### config.mk
export PLATFORM = sky130hd
export DESIGN_NAME = multicycle_controller_flat
export DESIGN_NICKNAME = d
export VERILOG_FILES = /design/src/rtl/multicycle_controller_if.sv /design/src/rtl/multicycle_controller.sv /design/src/flat_wrapper.sv
export SDC_FILE = /design/constraint.sdc
export NUM_CORES = 1
export LEC_CHECK = 0
export ABC_AREA = 0
export BUFFER_PORTS_ARGS = -buffer_cell sky130_fd_sc_hd__buf_2
export CAP_MARGIN = 20
export CORE_MARGIN = 5
export CORE_UTILIZATION = 25
export CTS_CLUSTER_DIAMETER = 120
export DETAILED_ROUTE_END_ITERATION = 12
export HOLD_SLACK_MARGIN = 0.06
export PLACE_DENSITY = 0.48
export SLEW_MARGIN = 30
export SYNTH_ARGS = -nofsm -noshare
export SYNTH_HDL_FRONTEND = slang
export SYNTH_SLANG_ARGS = --single-unit
### constraint.sdc
create_clock -name clk -period 4.5 [get_ports clk]
set_clock_uncertainty 0.2 [all_clocks]
set_input_delay 0.45 -clock clk [delete_from_list [all_inputs] [get_ports clk]]
set_output_delay 0.45 -clock clk [all_outputs]
set_load 0.005 [all_outputs]
### src/rtl/multicycle_controller_if.sv
// Memory request/ready handshake between the multi-cycle controller and the
// shared instruction/data memory.
interface multicycle_controller_if;
  logic mem_req;
  logic mem_we;
  logic mem_ready;

  modport master (output mem_req, output mem_we, input mem_ready);
  modport slave  (input mem_req, input mem_we, output mem_ready);
endinterface

### src/rtl/multicycle_controller.sv
// Multi-cycle FETCH/DECODE/EXEC/MEM/WB sequencer for the MIPS subset CPU.
// Drives all datapath enables and mux selects; memory stalls via mem_ready.
module multicycle_controller (
  input  logic                           clk,
  input  logic                           reset,
  multicycle_controller_if.master        mem,
  input  logic [5:0]                     opcode,
  input  logic [5:0]                     funct,
  input  logic                           zero,
  output logic                           ir_we,
  output logic                           pc_we,
  output logic [1:0]                     pc_src,
  output logic                           reg_we,
  output logic [1:0]                     reg_dst,
  output logic [1:0]                     mem_to_reg,
  output logic [2:0]                     alu_op,
  output logic [1:0]                     alu_src_b,
  output logic [2:0]                     state,
  output logic                           retire,
  output logic                           illegal
);

  typedef enum logic [2:0] {
    FETCH  = 3'd0,
    DECODE = 3'd1,
    EXEC   = 3'd2,
    MEM    = 3'd3,
    WB     = 3'd4
  } state_t;

  localparam logic [5:0] OP_R    = 6'b000000;
  localparam logic [5:0] OP_J    = 6'b000010;
  localparam logic [5:0] OP_JAL  = 6'b000011;
  localparam logic [5:0] OP_BEQ  = 6'b000100;
  localparam logic [5:0] OP_BNE  = 6'b000101;
  localparam logic [5:0] OP_ADDI = 6'b001000;
  localparam logic [5:0] OP_XORI = 6'b001110;
  localparam logic [5:0] OP_LW   = 6'b100011;
  localparam logic [5:0] OP_SW   = 6'b101011;

  localparam logic [5:0] FN_ADD = 6'b100000;
  localparam logic [5:0] FN_SUB = 6'b100010;
  localparam logic [5:0] FN_SLT = 6'b101010;
  localparam logic [5:0] FN_JR  = 6'b001000;

  state_t     state_q, state_d;
  logic [5:0] op_q, fn_q;
  logic       req_c, we_c;

  function automatic logic is_legal(input logic [5:0] op, input logic [5:0] fn);
    case (op)
      OP_R:    return (fn == FN_ADD) || (fn == FN_SUB) || (fn == FN_SLT) || (fn == FN_JR);
      OP_J, OP_JAL, OP_BEQ, OP_BNE, OP_ADDI, OP_XORI, OP_LW, OP_SW: return 1'b1;
      default: return 1'b0;
    endcase
  endfunction

  // Returns {alu_op, alu_src_b} for the latched instruction.
  function automatic logic [4:0] alu_ctl(input logic [5:0] op, input logic [5:0] fn);
    case (op)
      OP_R: begin
        case (fn)
          FN_SUB:  return {3'b001, 2'b00};
          FN_SLT:  return {3'b010, 2'b00};
          default: return {3'b000, 2'b00};
        endcase
      end
      OP_BEQ, OP_BNE:        return {3'b001, 2'b00};
      OP_XORI:               return {3'b011, 2'b10};
      OP_ADDI, OP_LW, OP_SW: return {3'b000, 2'b01};
      default:               return {3'b000, 2'b00};
    endcase
  endfunction

  always_ff @(posedge clk or posedge reset) begin
    if (reset) begin
      state_q <= FETCH;
      op_q    <= '0;
      fn_q    <= '0;
    end else begin
      state_q <= state_d;
      if (state_q == DECODE) begin
        op_q <= opcode;
        fn_q <= funct;
      end
    end
  end

  always_comb begin
    state_d    = state_q;
    req_c      = 1'b0;
    we_c       = 1'b0;
    ir_we      = 1'b0;
    pc_we      = 1'b0;
    pc_src     = 2'b00;
    reg_we     = 1'b0;
    reg_dst    = 2'b00;
    mem_to_reg = 2'b00;
    alu_op     = 3'b000;
    alu_src_b  = 2'b00;
    retire     = 1'b0;
    illegal    = 1'b0;

    case (state_q)
      FETCH: begin
        req_c = 1'b1;
        ir_we = mem.mem_ready;
        pc_we = mem.mem_ready;
        if (mem.mem_ready) state_d = DECODE;
      end
      // Live decoder fields here: the latched copy only becomes valid next cycle.
      DECODE: begin
        state_d = EXEC;
        if (!is_legal(opcode, funct)) begin
          illegal = 1'b1;
          retire  = 1'b1;
          state_d = FETCH;
        end else if (opcode == OP_J || opcode == OP_JAL) begin
          pc_we   = 1'b1;
          pc_src  = 2'b10;
          retire  = 1'b1;
          state_d = FETCH;
          if (opcode == OP_JAL) begin
            reg_we     = 1'b1;
            reg_dst    = 2'b10;
            mem_to_reg = 2'b10;
          end
        end else if (opcode == OP_R && funct == FN_JR) begin
          pc_we   = 1'b1;
          pc_src  = 2'b11;
          retire  = 1'b1;
          state_d = FETCH;
        end
      end
      EXEC: begin
        {alu_op, alu_src_b} = alu_ctl(op_q, fn_q);
        case (op_q)
          OP_BEQ, OP_BNE: begin
            pc_we   = (op_q == OP_BEQ) ? zero : !zero;
            pc_src  = 2'b01;
            retire  = 1'b1;
            state_d = FETCH;
          end
          OP_LW, OP_SW: state_d = MEM;
          default:      state_d = WB;
        endcase
      end
      MEM: begin
        req_c     = 1'b1;
        we_c      = (op_q == OP_SW);
        alu_op    = 3'b000;
        alu_src_b = 2'b01;
        if (mem.mem_ready) begin
          if (op_q == OP_SW) begin
            retire  = 1'b1;
            state_d = FETCH;
          end else begin
            state_d = WB;
          end
        end
      end
      WB: begin
        {alu_op, alu_src_b} = alu_ctl(op_q, fn_q);
        reg_we     = 1'b1;
        reg_dst    = (op_q == OP_R) ? 2'b01 : 2'b00;
        mem_to_reg = (op_q == OP_LW) ? 2'b01 : 2'b00;
        retire     = 1'b1;
        state_d    = FETCH;
      end
      default: state_d = FETCH;
    endcase

    // Reset quiesces every output immediately, abandoning any memory access.
    if (reset) begin
      req_c      = 1'b0;
      we_c       = 1'b0;
      ir_we      = 1'b0;
      pc_we      = 1'b0;
      pc_src     = 2'b00;
      reg_we     = 1'b0;
      reg_dst    = 2'b00;
      mem_to_reg = 2'b00;
      alu_op     = 3'b000;
      alu_src_b  = 2'b00;
      retire     = 1'b0;
      illegal    = 1'b0;
    end
  end

  assign mem.mem_req = req_c;
  assign mem.mem_we  = we_c;
  assign state       = state_q;

endmodule

### src/flat_wrapper.sv
// flat-port wrapper written by rule: the top's interface ports become plain ports
module multicycle_controller_flat 
  (clk, reset, opcode, funct, zero, ir_we, pc_we, pc_src, reg_we, reg_dst, mem_to_reg, alu_op, alu_src_b, state, retire, illegal, mem_mem_req, mem_mem_we, mem_mem_ready);
  multicycle_controller_if mem_i ();
  input  logic clk;
  input  logic reset;
  input  logic [5:0] opcode;
  input  logic [5:0] funct;
  input  logic zero;
  output logic ir_we;
  output logic pc_we;
  output logic [1:0] pc_src;
  output logic reg_we;
  output logic [1:0] reg_dst;
  output logic [1:0] mem_to_reg;
  output logic [2:0] alu_op;
  output logic [1:0] alu_src_b;
  output logic [2:0] state;
  output logic retire;
  output logic illegal;
  output wire logic [$bits(mem_i.mem_req)-1:0] mem_mem_req;
  output wire logic [$bits(mem_i.mem_we)-1:0] mem_mem_we;
  input wire logic [$bits(mem_i.mem_ready)-1:0] mem_mem_ready;
  assign mem_mem_req = mem_i.mem_req;
  assign mem_mem_we = mem_i.mem_we;
  assign mem_i.mem_ready = mem_mem_ready;
  multicycle_controller u_core (.clk(clk), .reset(reset), .mem(mem_i), .opcode(opcode), .funct(funct), .zero(zero), .ir_we(ir_we), .pc_we(pc_we), .pc_src(pc_src), .reg_we(reg_we), .reg_dst(reg_dst), .mem_to_reg(mem_to_reg), .alu_op(alu_op), .alu_src_b(alu_src_b), .state(state), .retire(retire), .illegal(illegal));
endmodule
# [Yosys cells after proc, flatten, opt, wreduce, memory -nomap -nowiden]
# Index checks and enable logic that the tools add are counted.
# Widths: inputs -> output; s select.
[totals] regBits=15 output_inout_bits=21 elab_cells=103
[op_classes] n_eq_ne=26 n_mux=58 reduce_logical=16
[op_table] operator="$eq 6x6->1 const B" count=9
[op_table] operator="$eq 6x4->1 const B" count=5
[op_table] operator="$mux 1" count=28
[op_table] operator="$eq 6x3->1 const B" count=4
[op_table] operator="$mux 2" count=11
[op_table] operator="$mux 3" count=7
[op_table] operator="$pmux 2 s2" count=4
[op_table] operator="$pmux 4 s4" count=1
[op_table] operator="$eq 6x2->1 const B" count=2
[op_table] operator="$logic_not 6->1" count=2
[op_table] operator="$pmux 3 s4" count=1
[op_table] operator="$pmux 4 s2" count=1
[op_table] operator="$reduce_or 2->1" count=4
[op_table] operator="$reduce_or 8->1" count=1
[op_table] operator="$eq 3x2->1 const B" count=2
[op_table] operator="$pmux 3 s2" count=1
[op_table] operator="$logic_or 1x1->1" count=4
[op_table] operator="$ne 2x2->1 const B" count=2
[op_table] operator="$pmux 1 s2" count=2
[op_table] operator="$pmux 1 s4" count=1
[op_table] operator="$eq 3x1->1 const B" count=1
[op_table] operator="$eq 3x3->1 const B" count=1
[op_table] operator="$logic_not 3->1" count=1
[op_table] operator="$pmux 1 s3" count=1
[op_table] operator="other kinds (4)" count=4

# [Depth between registers and ports, before layout]
# Gate-level depths: netlist of the first run.
[logic_depth] depth_word=9 depth_mapped=5

# [Worst setup path after synthesis of the first run]
# OpenSTA, ideal clock, no wires.
[synth_timing] path_kind="register -> output" start="register u_core.op_q[1]" end="output port alu_src_b[0]" t_arrival_ps=1486 slack_ps=2364 path_stages_with_launch=6 path_cell_list="dfrtp_1 buf_6 or4b_4 a211oi_2 nand3_1 a21oi_1"
[synth_via] elab_chain_cells=5
[synth_rtl] item="start, declared" line="multicycle_controller.sv:47" rtl="logic [5:0] op_q, fn_q;"
[synth_rtl] item="start signal, assigned" line="multicycle_controller.sv:83" rtl="op_q <= opcode;"
[synth_rtl] item="$eq 6x4->1, or another cell as far along" line="multicycle_controller.sv:60" rtl="case (op)"
[synth_rtl] item="$reduce_or 3->1 / $reduce_or 2->1 (equally long branches)" line="multicycle_controller.sv:60"
[synth_rtl] item="$pmux 4 s4 *" line="multicycle_controller.sv:60"
[synth_rtl] item="$pmux 2 s2 *" line="multicycle_controller.sv:104" rtl="case (state_q)"
[synth_rtl] item="$mux 2 *" line="multicycle_controller.sv:174" rtl="if (reset) begin"
[synth_rtl] item="end, declared" line="flat_wrapper.sv:17" rtl="output logic [1:0] alu_src_b;"
# Every way passes the cells marked *; elsewhere a longest branch is shown, timed or not.

# [Worst setup path in the final report of the first run]
[layout_timing] start="register u_core.state_q[0], in the netlist u_core.state[0]" end="output port pc_src[0]"
[layout_via] elab_chain_cells=3
[layout_rtl] item="start, declared" line="multicycle_controller.sv:46" rtl="state_t state_q, state_d;"
[layout_rtl] item="start signal, assigned" line="multicycle_controller.sv:81" rtl="state_q <= state_d;"
[layout_rtl] item="$eq 3x2->1 / $eq 3x1->1 (equally long branches)" line="multicycle_controller.sv:104"
[layout_rtl] item="$pmux 2 s2 *" line="multicycle_controller.sv:104"
[layout_rtl] item="$mux 2 *" line="multicycle_controller.sv:174"
[layout_rtl] item="end, declared" line="flat_wrapper.sv:12" rtl="output logic [1:0] pc_src;"
# Marks and branches as above.

==> impl_metrics.toml, run 1 <==
[clock_network]
htreeDepth = 1
ctsResizeCount = 0
cts_max_path_buffers = 2
clkLatencyLatePin_ns = 0.25
cts_sinks = 15
cts_hold_buf = 0
cts_buffers = 3
root_buffer = "clkbuf_8"
post_cts_buffers = 0
cts_tree = "done"
clk_pin_slew_ns = 0.07

[place]
portBuffers = 35
place_hpwl_mm = 2.60
dpl-instance-area_sq_um = 1340
gp_congestion = 0.814

[global_route]
grt_use_total_pct = 10.7
grt_start_max_net_pins = 18
grt_first_pass_wirelength_mm = 5.33
antenna_found_initial = 0
grt_pass1_vias = 1102
grt_overflow = 0

[worst_setup_path]
cp_cell_sequence = "nand2b_1 -> nor2_2 -> nand4_1 -> a21oi_1 -> buf_2"
required_ns = 3.85
worstSetupPathType = "flop to output pin"
critPathLaunchType = "flop"
r2r-end = "u_core.fn_q[4]$_DFFE_PP0P_"
crit_family = "simple AND/OR/NAND/NOR gates"
rrSetupSlack_ns = 2.47
end_kind = "output pin"
critPathBufInv = 1
crit_path_top_delay_cell = "dfrtp_1"
worstPathMaxFanout = 17
rr_worst_depth = 3
max_stage_delay_ns = 0.65
r2r-start = "u_core.state[0]$_DFFE_PP0P_"
critPathArrivalTime_ns = 2.09

[sta]
rsz0062_at_grt = "false"
slew_violations = 0
worstMarginPinSlew_ns = 0.659
fin_setup_tns_ns = 0
max_freq_mhz = 365
post-route-period-util_pct = 60.9
setup_viol = 0
slew_headroom_pct = 56.0
period_needed_ns = 2.74
hold_violations = 0

[synth]
synth_edf_count = 0
ys_ff_latch = 15
ys_types = 47
yosys_warnings = 0
synth_top_area_share_pct = 31.9
syn_area_per_cell_sq_um = 9.25
syn-num-nets = 143
yosys.area.top_type = "dfrtp_1"
syn_area_sq_um = 1170
yosysSeqAreaShare_pct = 31.9
yosys_most_used_dff = "dfrtp_1"
yosys-top-cells-area = "dfrtp_1 (32%), mux2_2 (12%), nor2_1 (4.8%)"
async_flop_share_pct = 100
synth_cells = 127

[routing]
avgViaCountPerCell = 5.21
drtIter0Drc = 50
wl_per_cell_microns = 15.3
drc = 0
ant_nets = 0
drt_wl_total_mm = 3.25
vias = 1105
first_pass_iters = 4

[cells_and_area]
nFillCells = 505
syn2layout_area_growth_pct = 18.3
n_antenna_cell = 0
drive_gt1_share_pct = 39.2
fin_area_sq_um = 1390
most-common-layout-cells = "buf_2 (35), dfrtp_1 (15), nor2_1 (14)"
final_common_cell = "buf_2"
post-route-util_pct = 30.0
fin_nets = 175

[job]
cap_violations = 0

[die]
core_sq_um = 4630
start_util_pct = 25.4
row_count = 25
ioPinCount = 37
dieArea_sq_um = 6170
dieHeight_microns = 78.6
dieWidth_microns = 78.6

[hold_path]
holdCritPathClass = "primary input to async pin"

[pwr]
ir_drop_v = 0.000181
leakagePower_nw = 0.607
power.density_nw_per_um2 = 355

[status]
status = "completed"
==> cell families after synthesis <==
group / count (synthesis) / synth area share (%)
buf+inv: 10 / 7.35
xor+xnor: 3 / 2.24
mux: 13 / 12.5
flops: 15 / 31.9
simple gates: 60 / 31.0
other cells: 1 / 0.319
compound gates: 25 / 14.7
==> metal layers <==
layer  up-vias  global-route usage [%]  part of all wire, %
li1        536                       -                    -
met1       534                    14.1                   47
met2        33                    17.8                   47
met3         2                    2.75                  5.9
met4         0                    1.57                 0.12
met5         -                       0                    0
==> worst max-delay path by stage <==
| stage | from | end | depth (start not counted) |
|---|---|---|---|
| global route | u_core.state[0]$_DFFE_PP0P_ | pc_src[0] | 5 |
| CTS | u_core.state[0]$_DFFE_PP0P_ | pc_src[0] | 5 |
| floorplan | u_core.op_q[1]$_DFFE_PP0P_ | alu_src_b[0] | 5 |
| finish | u_core.state[0]$_DFFE_PP0P_ | pc_src[0] | 5 |
| detailed placement | u_core.state[0]$_DFFE_PP0P_ | pc_src[0] | 5 |
| global placement | u_core.state[0]$_DFFE_PP0P_ | pc_src[0] | 5 |
==> worst reg2reg max path, cell delays in order, from the launching register on <==
cell,delay [ns]
dfrtp_1,0.65
nand2b_1,0.16
nor2_2,0.50
mux2_2,0.41
==> cells in the mapped netlist (all sizes together), types with 2 or more instances <==
| library cell | instances |
|---|---|
| a21oi | 7 |
| a311oi | 2 |
| and3 | 2 |
| nand3 | 7 |
| dfrtp | 15 |
| and2 | 2 |
| nor4b | 3 |
| mux2 | 13 |
| nand2 | 6 |
| nor2b | 2 |
| buf | 7 |
| nor2 | 16 |
| xor2 | 2 |
| inv | 2 |
| o21ai | 6 |
| nand2b | 3 |
| nand4 | 3 |
| or4 | 2 |
| nor3 | 5 |
| nor3b | 2 |
==> area by class of cell <==
cell class	instances	area [sq um]	share of cell area [%]
clock buffer	3	41.3	2.97
clock inverter	1	7.51	0.540
inverter	2	7.51	0.540
multi-input combinational	102	716	51.5
sequential	15	375	27.0
tap	54	67.6	4.86
timing repair buffer	35	175	12.6
==> metrics by stage <==
step,std cells,worst slack [ns],hold slack (ns),power [mW]
6_report,212,1.76,0.166,0.494
5_1_grt,212,1.58,0.232,0.526
4_1_cts,212,1.47,0.185,0.500
3_5_place_dp,208,1.76,0.309,0.386
3_3_place_gp,208,1.86,0.295,0.380
2_1_floorplan,127,2.36,0.272,0.342
==> registers in the layout, summed over array words and instances (netlist names) <==
signal,cells
u_core.fn_q,6
u_core.op_q,6
u_core.state,3
==> power breakdown <==
group | switching (mW) | total (mW) | internal (mW)
Combinational | 0.0717 | 0.153 | 0.0812
Sequential | 0.0572 | 0.229 | 0.172
Clock | 0.0498 | 0.112 | 0.0622
No activity file was read; power rests on OpenSTA's default activity.
==> run 2, diff against run 1 <==
ABC_AREA = 1   (was 0)
PLACE_DENSITY = 0.5   (was 0.48)
clock period = 2.31 ns   (was 4.5 ns; I/O delays follow)
==> impl_metrics.toml, run 2 <==
[status]
status = "completed"

[sta]
rsz0062_at_grt = "false"
layout_setup_ws_ns = 0.144
setup_viol = 0
fin_hold_ws_ns = 0.0739
fin_setup_tns_ns = 0
slew_violations = 0
hold_violations = 0
post-route-period-util_pct = 93.8
max_freq_mhz = 462
period_needed_ns = 2.17

[die]
dieArea_sq_um = 6120
row_count = 24
dieWidth_microns = 78.3
start_util_pct = 26.2
ioPinCount = 37
dieHeight_microns = 78.3
core_sq_um = 4440

[place]
portBuffers = 35
place_hpwl_mm = 2.53
gp_congestion = 0.799
dpl-instance-area_sq_um = 1390
post-place-ws_ns = 0.479
dpl.cell_count = 261

[job]
cap_violations = 0

[synth]
yosys_warnings = 0
syn_area_sq_um = 1160
ys_types = 31
yosys-top-cells-area = "dfrtp_1 (32%), nand2_1 (18%), inv_1 (6.8%)"
syn_area_per_cell_sq_um = 6.58
yosysSeqAreaShare_pct = 32.2
synth_top_area_share_pct = 32.2
syn-num-nets = 193
synth_common_cells = "nand2_1 (55), inv_1 (21), nor2_1 (21)"
synth_cells = 177
yosys.area.top_type = "dfrtp_1"
synth_edf_count = 0
ys_ff_latch = 15
async_flop_share_pct = 100
yosys_most_used_dff = "dfrtp_1"
yosysMostFrequentCell = "nand2_1"

[worst_setup_path]
worstSetupPathType = "primary input to output pin"
rrSetupSlack_ns = 0.84
cpMostUsedCell = "nand2_1"
end_kind = "output pin"
worstPathMaxFanout = 4
max_stage_delay_ns = 0.52
critPathArrivalTime_ns = 1.73
critPathLaunchType = "primary input"
crit_family = "buffers and inverters"
critPathBufInv = 3
cp_cell_sequence = "dlygate4sd3_1 -> buf_2 -> nor2_4 -> nand2_1 -> nor2_2 -> nand2_1 -> nand2_1 -> nand2_1 -> a31oi_1 -> buf_2"
crit_path_top_delay_cell = "dlygate4sd3_1"
required_ns = 1.88

[global_route]
grt_start_max_net_pins = 20
grt_overflow = 0
antenna_found_initial = 0
grt_first_pass_wirelength_mm = 5.30
grt_pass1_vias = 1206
grt_use_total_pct = 10.4

[cells_and_area]
n_antenna_cell = 0
post-route-util_pct = 34.3
fin_area_sq_um = 1520
drive_gt1_share_pct = 31.4
final_cells = 272
fin_nets = 237
most-common-layout-cells = "nand2_1 (55), buf_2 (35), inv_1 (20), nor2_1 (20), dfrtp_1 (15)"
final_common_cell = "nand2_1"
seq_area_sq_um = 375
nFillCells = 502
syn2layout_area_growth_pct = 30.8
multi_input_area_sq_um = 688

[clock_network]
cts_buffers = 3
htreeDepth = 1
cts_tree = "done"
root_buffer = "clkbuf_8"
clk_pin_slew_ns = 0.06
cts_max_path_buffers = 2
clkLatencyLatePin_ns = 0.24
cts_sinks = 15

[routing]
wl_per_cell_microns = 11.2
drc = 0
first_pass_iters = 4
drtIter0Drc = 63
drt_wl_total_mm = 3.04
avgViaCountPerCell = 4.40
vias = 1198
ant_nets = 0

[pwr]
ir_drop_v = 0.000234
p_total_mw = 1.19
leakagePower_nw = 0.797
power.density_nw_per_um2 = 778

[hold_path]
holdCritPathClass = "primary input to flop"
## run 2: cell types whose count changed after synthesis, moves of 4 or more
cell / delta
nor2_1: +6
mux2_2: -13
inv_1: +19
nand2_1: +49
buf_6: -4
nor2_2: +8
o21ai_0: +9
## run 2: path summary, 6_finish.rpt
kind | endpoint | depth (start not counted) | start
worst max-delay path | pc_we | 10 | opcode[3]
worst min-delay path | u_core.fn_q[1]$_DFFE_PP0P_ | 3 | funct[1]
worst max register to register | u_core.state[1]$_DFFE_PP0P_ | 6 | u_core.state[2]$_DFFE_PP0P_
worst min register to register | u_core.fn_q[1]$_DFFE_PP0P_ | 2 | u_core.fn_q[1]$_DFFE_PP0P_
max in group asynchronous | u_core.op_q[3]$_DFFE_PP0P_ | 4 | reset
min in group asynchronous | u_core.state[1]$_DFFE_PP0P_ | 3 | reset
## run 2: worst register-to-register path: stages, from the launching register on
cell	delay, ns
dfrtp_1	0.40
inv_2	0.14
nand2_1	0.08
nor2_2	0.14
inv_1	0.11
or2_1	0.25
nand3_1	0.09
## run 2: routing by layer
layer / part of all wire, % / wire length [microns] / global-route usage (%)
met5: 0 / 0 / 0
met3: 3.9 / 118 / 0.915
met2: 44 / 1350 / 17.2
met1: 49 / 1500 / 13.7
met4: 2.1 / 65 / 5.07
## run 2: logic make-up after synthesis
| family | after synthesis | synth area share, % |
|---|---|---|
| other cells | 1 | 0.322 |
| buf+inv | 30 | 10.6 |
| xor+xnor | 1 | 0.752 |
| flops | 15 | 32.2 |
| simple gates | 108 | 45.7 |
| compound gates | 22 | 10.4 |
## run 2: layout make-up
class | instances | area share [%]
clock buffer | 3 | 2.71
clock inverter | 1 | 0.328
inverter | 26 | 6.49
multi-input combinational | 132 | 45.2
sequential | 15 | 24.6
tap | 52 | 4.27
timing repair buffer | 43 | 16.4
## run 2: power breakdown
group | leakage, nW | switching (mW) | internal (mW) | total, mW
Sequential | 0.188 | 0.111 | 0.373 | 0.484
Combinational | 0.583 | 0.298 | 0.194 | 0.493
Clock | 0.0255 | 0.0891 | 0.119 | 0.208
Total | 0.797 | 0.498 | 0.687 | 1.19
## run 2: timing repair
action	in CTS	in global routing
gates resized for setup	0	7
hold buffers	6	0
setup endpoints to repair	0	5
buffers inserted	0	1
hold endpoints to repair	8	0
